==> src/rtl/regfile_wb_arbiter.sv <==
// Register-file writeback arbiter: three 1-entry request buffers share one registered write port.
// Define REGFILE_WB_ARB_RR_EN for round-robin arbitration; otherwise fixed priority req0 > req1 > req2.
module regfile_wb_arbiter #(
   parameter int DATA_W = 64,
   parameter int ADDR_W = 5
) (
   input  logic                    clk,
   input  logic                    rst_n,
   input  logic                    i_req0_valid,
   output logic                    o_req0_ready,
   input  logic [ADDR_W-1:0]       i_req0_addr,
   input  logic [DATA_W-1:0]       i_req0_wdata,
   input  logic                    i_req1_valid,
   output logic                    o_req1_ready,
   input  logic [ADDR_W-1:0]       i_req1_addr,
   input  logic [DATA_W-1:0]       i_req1_wdata,
   input  logic                    i_req2_valid,
   output logic                    o_req2_ready,
   input  logic [ADDR_W-1:0]       i_req2_addr,
   input  logic [DATA_W-1:0]       i_req2_wdata,
   output logic                    o_wen,
   output logic [ADDR_W-1:0]       o_addr,
   output logic [DATA_W-1:0]       o_wdata,
   output logic [2**ADDR_W-1:0]    o_pending,
   output logic                    o_busy
);

   localparam int NREG = 2**ADDR_W;

   logic [2:0]        buf_vld;
   logic [ADDR_W-1:0] buf_addr [3];
   logic [DATA_W-1:0] buf_data [3];
   logic [2:0]        req_valid;
   logic [2:0]        ready;
   logic [2:0]        accept;
   logic [2:0]        grant;
   logic [ADDR_W-1:0] req_addr [3];
   logic [DATA_W-1:0] req_data [3];
   logic [ADDR_W-1:0] grant_addr;
   logic [DATA_W-1:0] grant_data;
   logic [NREG-1:0]   pending;

   assign req_valid   = {i_req2_valid, i_req1_valid, i_req0_valid};
   assign req_addr[0] = i_req0_addr;
   assign req_addr[1] = i_req1_addr;
   assign req_addr[2] = i_req2_addr;
   assign req_data[0] = i_req0_wdata;
   assign req_data[1] = i_req1_wdata;
   assign req_data[2] = i_req2_wdata;

   // A buffer being drained this cycle can take a new entry on the same edge.
   assign ready        = ~buf_vld | grant;
   assign accept       = req_valid & ready;
   assign o_req0_ready = ready[0];
   assign o_req1_ready = ready[1];
   assign o_req2_ready = ready[2];

`ifdef REGFILE_WB_ARB_RR_EN
   logic [1:0] rr_ptr;

   // rr_ptr holds the last granted requester; search starts one past it.
   always_comb begin
      grant = 3'b000;
      case (rr_ptr)
         2'd0: begin
            if (buf_vld[1])      grant = 3'b010;
            else if (buf_vld[2]) grant = 3'b100;
            else if (buf_vld[0]) grant = 3'b001;
         end
         2'd1: begin
            if (buf_vld[2])      grant = 3'b100;
            else if (buf_vld[0]) grant = 3'b001;
            else if (buf_vld[1]) grant = 3'b010;
         end
         default: begin
            if (buf_vld[0])      grant = 3'b001;
            else if (buf_vld[1]) grant = 3'b010;
            else if (buf_vld[2]) grant = 3'b100;
         end
      endcase
   end

   always_ff @(posedge clk or negedge rst_n) begin
      if (!rst_n) begin
         rr_ptr <= 2'd2;
      end else if (|grant) begin
         rr_ptr <= grant[0] ? 2'd0 : (grant[1] ? 2'd1 : 2'd2);
      end
   end
`else
   always_comb begin
      grant = 3'b000;
      if (buf_vld[0])      grant = 3'b001;
      else if (buf_vld[1]) grant = 3'b010;
      else if (buf_vld[2]) grant = 3'b100;
   end
`endif

   always_ff @(posedge clk or negedge rst_n) begin
      if (!rst_n) begin
         buf_vld <= 3'b000;
         for (int i = 0; i < 3; i++) begin
            buf_addr[i] <= '0;
            buf_data[i] <= '0;
         end
      end else begin
         for (int i = 0; i < 3; i++) begin
            if (accept[i]) begin
               buf_vld[i]  <= 1'b1;
               buf_addr[i] <= req_addr[i];
               buf_data[i] <= req_data[i];
            end else if (grant[i]) begin
               buf_vld[i] <= 1'b0;
            end
         end
      end
   end

   always_comb begin
      grant_addr = '0;
      grant_data = '0;
      for (int i = 0; i < 3; i++) begin
         if (grant[i]) begin
            grant_addr = buf_addr[i];
            grant_data = buf_data[i];
         end
      end
   end

   // Writes to x0 are drained silently; the write port keeps its last address/data.
   always_ff @(posedge clk or negedge rst_n) begin
      if (!rst_n) begin
         o_wen   <= 1'b0;
         o_addr  <= '0;
         o_wdata <= '0;
      end else begin
         o_wen <= (|grant) && (grant_addr != '0);
         if ((|grant) && (grant_addr != '0)) begin
            o_addr  <= grant_addr;
            o_wdata <= grant_data;
         end
      end
   end

   always_comb begin
      pending = '0;
      for (int i = 0; i < 3; i++) begin
         if (buf_vld[i] && (buf_addr[i] != '0)) pending[buf_addr[i]] = 1'b1;
      end
      if (o_wen) pending[o_addr] = 1'b1;
      pending[0] = 1'b0;
   end

   assign o_pending = pending;
   assign o_busy    = (|buf_vld) | o_wen;

endmodule

==> config.mk <==
export PLATFORM = sky130hd
export DESIGN_NAME = regfile_wb_arbiter
export DESIGN_NICKNAME = d
export VERILOG_FILES = /design/src/rtl/regfile_wb_arbiter.sv
export SDC_FILE = /design/constraint.sdc
export NUM_CORES = 1
export LEC_CHECK = 0
export ABC_CLOCK_PERIOD_IN_PS = 5700
export CAP_MARGIN = 25
export CORE_ASPECT_RATIO = 0.8
export CORE_UTILIZATION = 54
export CTS_CLUSTER_SIZE = 30
export DETAILED_ROUTE_END_ITERATION = 16
export PLACE_DENSITY = 0.86
export SLEW_MARGIN = 20
export SYNTH_ARGS = -nofsm -noshare
export SYNTH_HDL_FRONTEND = slang
export SYNTH_SLANG_ARGS = --single-unit
==> constraint.sdc <==
create_clock -name clk -period 5.7 [get_ports clk]
set_clock_uncertainty 0.15 [all_clocks]
set_input_delay 0.855 -clock clk [delete_from_list [all_inputs] [get_ports clk]]
set_output_delay 0.855 -clock clk [all_outputs]
set_load 0.005 [all_outputs]
==> metrics.md, run 1 <==
| Metric | Value |
|---|---|
| Clk Latency, worst-skew pair | `0.55 ns` |
| Via count of the first global-routing pass | `10,100` |
| Count of final max-slew check failures | `0` |
| ANT nets after route | `0` |
| Total via count after detailed routing | `9,941` |
| Synthesized flop and latch total | `between 200 and 300` |
| Critical path data arrival time | `3.18 ns` |
| Worst-path clk slew | `0.07 ns` |
| Summed instance area of the synthesized netlist | `12,900 um^2` |
| Clock period minus final worst setup slack | `approximately 4.2 ns` |
| GR Util All Layers | `between 30% and 40%` |
| Half-perimeter wire length after placement | `25.3 mm` |
| Min-delay worst type | `input port to async pin` |
| Final Hold Slack | `0.203 ns` |
| Die Outline Area | `24,400 um^2` |
| Crit path max fanout | `44` |
| Number of hold violations in the final report | `0` |
| Capture point of the critical path | `o_pending[4]` |
| Nets | `1,499` |
| Global-route wire length before repair | `59.3 mm` |
| # IOs | `318` |
| Average wire length per cell after detail routing | `23.9 um` |
| Gpl congestion | `0.967` |
| Yosys warns | `0` |
| Post-CTS setup repair buffer count | `0` |
| Leakage power figure | `~7 nW` |
| Effective utilization at floorplan | `around 55%` |
| Critical R2R Launch | `buf_vld[0]` |
| Port buffer count | `315` |
| Via/cell ratio | `6.13` |
| Outcome | `completed` |
| Capture instance of the worst register-to-register path | `o_wdata[19]` |
| Worst-case clock buffer depth | `3` |
| Fin crit share | `73.4%` |
| Smallest setup slack after layout | `about 1.5 ns` |
| Peak supply drop | `between 200 and 250 uV` |
| Worst Reg2Reg Path Length in Cells | `6` |
| Total number of H-tree levels | `1` |
| Clock tree from TritonCTS | `done` |
| Cell at the root of the clock tree | `clkbuf_16` |
| Vertical die dimension | `140 um` |
| Number of design-rule violations left by the first detailed-router iteration | `835` |
| Layout cell share with drive strength beyond 1 | `roughly a quarter` |
| Capturing element type of the critical path | `output pin` |
| Total nets after synthesis | `1,224` |
| Areal power density over the cells | `334 nW/um^2` |
| RSZ-0062 raised after global routing | `no` |
| Max-slew headroom | `between 30 and 40%` |
| Critical path start-end classification | `flop to output pin` |
| Number of violations of the max-capacitance limit | `0` |
| Clock Sink Count | `between 200 and 300` |
| Register-to-register setup slack | `1.94 ns` |
| Layout Cells excl Fill | `1,622` |
| Highest-count cells in the layout ignoring fill and taps | `clkdlybuf4s50_1 (313), dfrtp_1 (278), mux2_2 (228), nand2_1 (78), a22oi_1 (77)` |
| Critical path required time | `4.70 ns` |
| Horizontal die dimension | `175 um` |
| Setup TNS Final | `0 ns` |
| Most common cell after layout, fill and taps aside | `clkdlybuf4s50_1` |
| GR Overflow Total | `0` |
| CP Launch Point | `buf_vld[1]` |
| Largest net degree at the start of global routing | `108` |
| Worst-case setup slack after placement | `2.00 ns` |
| Initial DRT Pass Iterations | `5` |
| CTS Buf Count | `27` |
| CORE AREA | `23,400 um^2` |
| Transition time of the tightest slew-check pin | `about 0.99 ns` |
| Share of async-settable or async-resettable flops after synthesis | `100%` |
| Post-synth cell types | `45` |
| Number of buffers inserted for hold repair after clock tree synthesis | `0` |
| Critical path launch point type | `flop` |
| Number of flops mapped to enable cells by yosys | `0` |
| Overall power after layout | `5.73 mW` |
| Initial antenna violation count | `6` |
| Post-Syn Area per Cell | `12.7 um^2` |
| Gate count of the mapped netlist | `1,012` |
| Count of instances resized after the clock tree is built | `0` |
| Primary flip-flop cell chosen by synthesis mapping | `dfrtp_1` |
| Final WL | `38.7 mm` |
| Core Rows | `50` |
| Sequential-to-total area share from yosys stat | `a little over half` |
| Fmax | `around 0.24 GHz` |
| Placed Instances | `1,569` |
| Setup Viol. Count Final | `0` |
| Placed Area | `16,200 um^2` |
| DRC | `0` |
| Post-layout utilization of the core | `73.3%` |
| Relative area change from synthesis to final layout | `33.4%` |
| Design area | `approximately 17,000 um^2` |
metal layers:
metal  GRT usage [%]  vias to the layer above  share of wire, %
met5               0                        -             0.075
met4            12.4                        4               3.8
met3            9.53                      111               9.9
met2            48.5                      518                46
met1            41.6                     5048                40
li1                -                     4260                 -
cells by family after synthesis:
kind of cell	count (synthesis)	share of synthesized area, %
other	2	0.0584
multiplexers	271	24.9
AND/OR/NAND/NOR	169	6.51
AO/OA/AOI/OAI	207	10.9
buffers and inverters	83	3.14
flip-flops	280	54.5
synthesized netlist by cell type, types with 3 or more instances:
library cell / instances / area [um^2]
a21oi_1: 16 / 80.1
a221o_1: 6 / 60.1
a22oi_1: 77 / 578
a32oi_1: 4 / 35.0
a41o_1: 4 / 40.0
and3_1: 4 / 25.0
buf_1: 5 / 18.8
buf_2: 20 / 100
buf_4: 4 / 30.0
buf_6: 7 / 78.8
clkbuf_1: 44 / 165
dfrtp_1: 280 / 7010
inv_1: 3 / 11.3
mux2_1: 3 / 33.8
mux2_2: 228 / 2570
mux2_4: 40 / 601
nand2_1: 79 / 297
nand2b_1: 12 / 75.1
nand3_1: 6 / 30.0
nand3b_1: 11 / 82.6
nor2_1: 18 / 67.6
nor2b_1: 9 / 56.3
nor3_1: 7 / 35.0
nor3b_1: 4 / 30.0
o211ai_1: 6 / 45.0
o21ai_0: 67 / 335
o221ai_1: 17 / 149
o22ai_1: 5 / 31.3
or3_1: 4 / 25.0
worst min-delay path by stage:
stage | from | to | slack [ns] | cells after the start
floorplan | buf_data[118] | buf_data[118] | 0.31 | 1
detailed placement | buf_data[119] | buf_data[119] | 0.34 | 1
CTS | rst_n | o_wdata[51] | 0.24 | 1
finish | rst_n | buf_data[49] | 0.20 | 1
global placement | buf_data[119] | buf_data[119] | 0.32 | 1
global route | rst_n | buf_data[112] | 0.27 | 1
cell type report:
cell class	instances	area [um^2]
Inverter	3	11.3
Sequential cell	280	7010
Fill cell	1520	6250
Tap cell	312	390
Multi-Input combinational cell	649	5470
Clock buffer	37	783
Timing Repair Buffer	326	3300
Clock inverter	12	178
Antenna cell	3	7.51
registers in the layout, indices dropped and copies added (netlist names):
signal / count
buf_addr: 15
buf_vld: 3
buf_data: 192
o_wen: 1
o_addr: 5
o_wdata: 64
critical path: stages, from the launching register on:
cell             delay [ns]
dfrtp_2                0.97
nand2b_1               0.22
nor3b_1                0.51
a22oi_1                0.19
o311ai_0               0.12
clkdlybuf4s50_1        0.60
power breakdown:
part	leakage, nW	internal, mW	switching (mW)
combinational	3.37	0.737	0.491
sequential	3.31	2.31	0.273
clock	0.477	1.15	0.770
No activity file was read; power rests on OpenSTA's default activity.
==> inputs of run 2 (changes only) <==
--- a/config.mk
+++ b/config.mk
@@ -5,13 +5,13 @@
 export SDC_FILE = /design/constraint.sdc
 export NUM_CORES = 1
 export LEC_CHECK = 0
-export ABC_CLOCK_PERIOD_IN_PS = 5700
+export ABC_CLOCK_PERIOD_IN_PS = 4300
 export CAP_MARGIN = 25
 export CORE_ASPECT_RATIO = 0.8
-export CORE_UTILIZATION = 54
+export CORE_UTILIZATION = 50
 export CTS_CLUSTER_SIZE = 30
 export DETAILED_ROUTE_END_ITERATION = 16
-export PLACE_DENSITY = 0.86
+export PLACE_DENSITY = 0.81
 export SLEW_MARGIN = 20
 export SYNTH_ARGS = -nofsm -noshare
 export SYNTH_HDL_FRONTEND = slang
==> constraint.sdc (replaced) <==
create_clock -name clk -period 4.3 [get_ports clk]
set_clock_uncertainty 0.15 [all_clocks]
set_input_delay 0.645 -clock clk [delete_from_list [all_inputs] [get_ports clk]]
set_output_delay 0.645 -clock clk [all_outputs]
set_load 0.005 [all_outputs]
==> metrics.md, run 2 (synthesis results as in run 1) <==
| Metric | Value |
|---|---|
| Cell at the root of the clock tree | `clkbuf_16` |
| Critical path start-end classification | `flop to output pin` |
| Nets | `1,506` |
| Gpl congestion | `around 0.96` |
| Global-route wire length before repair | `58.5 mm` |
| Setup TNS Final | `0 ns` |
| Setup Viol. Count Final | `0` |
| GR Util All Layers | `28.2%` |
| Effective utilization at floorplan | `50.9%` |
| Initial DRT Pass Iterations | `7` |
| Crit path max fanout | `31` |
| Highest-count cells in the layout ignoring fill and taps | `clkdlybuf4s50_1 (313), dfrtp_1 (278), mux2_2 (228), nand2_1 (78), a22oi_1 (77)` |
| Final Hold Slack | `0.350 ns` |
| Via/cell ratio | `5.90` |
| Capture instance of the worst register-to-register path | `o_wdata[35]` |
| Critical R2R Launch | `buf_vld[1]` |
| Core Rows | `between 50 and 60` |
| Relative area change from synthesis to final layout | `33.6%` |
| Post-layout utilization of the core | `between 60% and 70%` |
| Count of final max-slew check failures | `0` |
| Critical path data arrival time | `~2.9 ns` |
| Initial antenna violation count | `0` |
| Worst-path clk slew | `0.07 ns` |
| Min-Delay Path Depth | `1` |
| Overall power after layout | `about 7.5 mW` |
| GR Overflow Total | `0` |
| Number of buffers inserted for hold repair after clock tree synthesis | `1` |
| Clock Sink Count | `280` |
| Post-CTS setup repair buffer count | `0` |
| Critical path launch point type | `flop` |
| Critical path required time | `3.50 ns` |
| Number of violations of the max-capacitance limit | `0` |
| Largest net degree at the start of global routing | `98` |
| Clock period minus final worst setup slack | `~3.7 ns` |
| Number of hold violations in the final report | `0` |
| Average wire length per cell after detail routing | `22.7 um` |
| Areal power density over the cells | `about 430 nW/um^2` |
| Placed Instances | `roughly 1,600` |
| Capturing element type of the critical path | `output pin` |
| Worst-case clock buffer depth | `3` |
| Startpoint of the tightest hold check path | `buf_data[118]` |
| Max-slew headroom | `~32%` |
| Register-to-register setup slack | `1.11 ns` |
| Final WL | `37.3 mm` |
| Fin crit share | `86.9%` |
| ANT nets after route | `0` |
| Half-perimeter wire length after placement | `25.2 mm` |
| Worst Reg2Reg Path Length in Cells | `7` |
| Most common cell after layout, fill and taps aside | `clkdlybuf4s50_1` |
| Die Outline Area | `26,400 um^2` |
| Number of design-rule violations left by the first detailed-router iteration | `712` |
| Sink of the worst hold path | `buf_data[118]` |
| Antenna cell count | `0` |
| Count of instances resized after the clock tree is built | `0` |
| RSZ-0062 raised after global routing | `no` |
| Total via count after detailed routing | `9,674` |
| Layout cell share with drive strength beyond 1 | `26.3%` |
| Vertical die dimension | `between 100 and 150 um` |
| Clock tree from TritonCTS | `done` |
| Transition time of the tightest slew-check pin | `1.01 ns` |
| Horizontal die dimension | `181 um` |
| Via count of the first global-routing pass | `10,100` |
| Largest regs | `buf_data: 192 flops, o_wdata: 64 flops, buf_addr: 15 flops` |
| Leakage power figure | `7.18 nW` |
| Fmax | `0.268 GHz` |
| Layout Cells excl Fill | `between 1,500 and 2,000` |
| DRC | `0` |
| Peak supply drop | `around 320 uV` |
| Largest reg by FF count | `buf_data` |
| CTS Buf Count | `28` |
| Number of flip-flops in the largest register | `192` |
| CORE AREA | `approximately 25,000 um^2` |
| Min-delay worst type | `flop to flop` |
| Clk Latency, worst-skew pair | `0.55 ns` |
| Outcome | `completed` |
| Port buffer count | `315` |
| Total number of H-tree levels | `1` |
| # IOs | `318` |
==> run 2: cell types whose count changed in the layout (fill, tap and decap cells not counted), moves of 2 or more <==
cell	previous run	this run
buf_12	3	5
buf_4	8	12
diode_2	3	0
clkbuf_8	7	9
bufinv_16	4	1
clkinv_4	0	2
==> run 2: report_power, final <==
part / internal [mW] / switching (mW) / total [mW]
clock network: 1.41 / 1.03 / 2.44
registers: 3.07 / 0.327 / 3.39
logic: 0.978 / 0.645 / 1.62
==> run 2: worst max-delay path by stage <==
stage / startpoint / end / slack (ns) / cells after the start
after floorplan: buf_vld[0] / o_pending[21] / 1.93 / 8
after global placement: buf_vld[1] / o_pending[4] / 1.19 / 5
after detailed placement: buf_vld[1] / o_wdata[35] / 1.14 / 7
after CTS: buf_vld[1] / o_pending[4] / 0.59 / 5
after global routing: buf_vld[1] / o_pending[4] / 0.44 / 5
final: buf_vld[1] / o_pending[4] / 0.56 / 5
==> run 2: critical path, cell delays in order (launching register included) <==
cell	delay, ns
dfrtp_2	0.82
nand2b_1	0.20
nor3b_1	0.48
a22oi_1	0.16
o311ai_0	0.14
clkdlybuf4s50_1	0.58
==> run 2: through the flow <==
stage	setup WS (ns)	instance area, um^2
after floorplan	1.93	12900
after detailed placement	1.14	16200
after global placement	1.19	16200
final	0.564	17200
after global routing	0.443	17200
after CTS	0.589	17200
==> run 2: metal layers <==
layer | up-vias | wire length [um] | part of all wire (%) | track usage, %
li1 | 4278 | - | - | -
met1 | 4912 | 15800 | 42 | 38.8
met2 | 429 | 17500 | 47 | 45.1
met3 | 55 | 3150 | 8.5 | 7.08
met4 | 0 | 750 | 2.0 | 6.44
met5 | - | 0 | 0 | 0
==> run 2: area by class of cell <==
class,instances,area [um^2]
flip-flops and latches,280,7010
fillers,1822,8070
clock buffers,41,840
repair buffers,332,3350
multi-input cells,649,5470
clock inverters,10,93.8
well taps,324,405
inverters,3,11.3
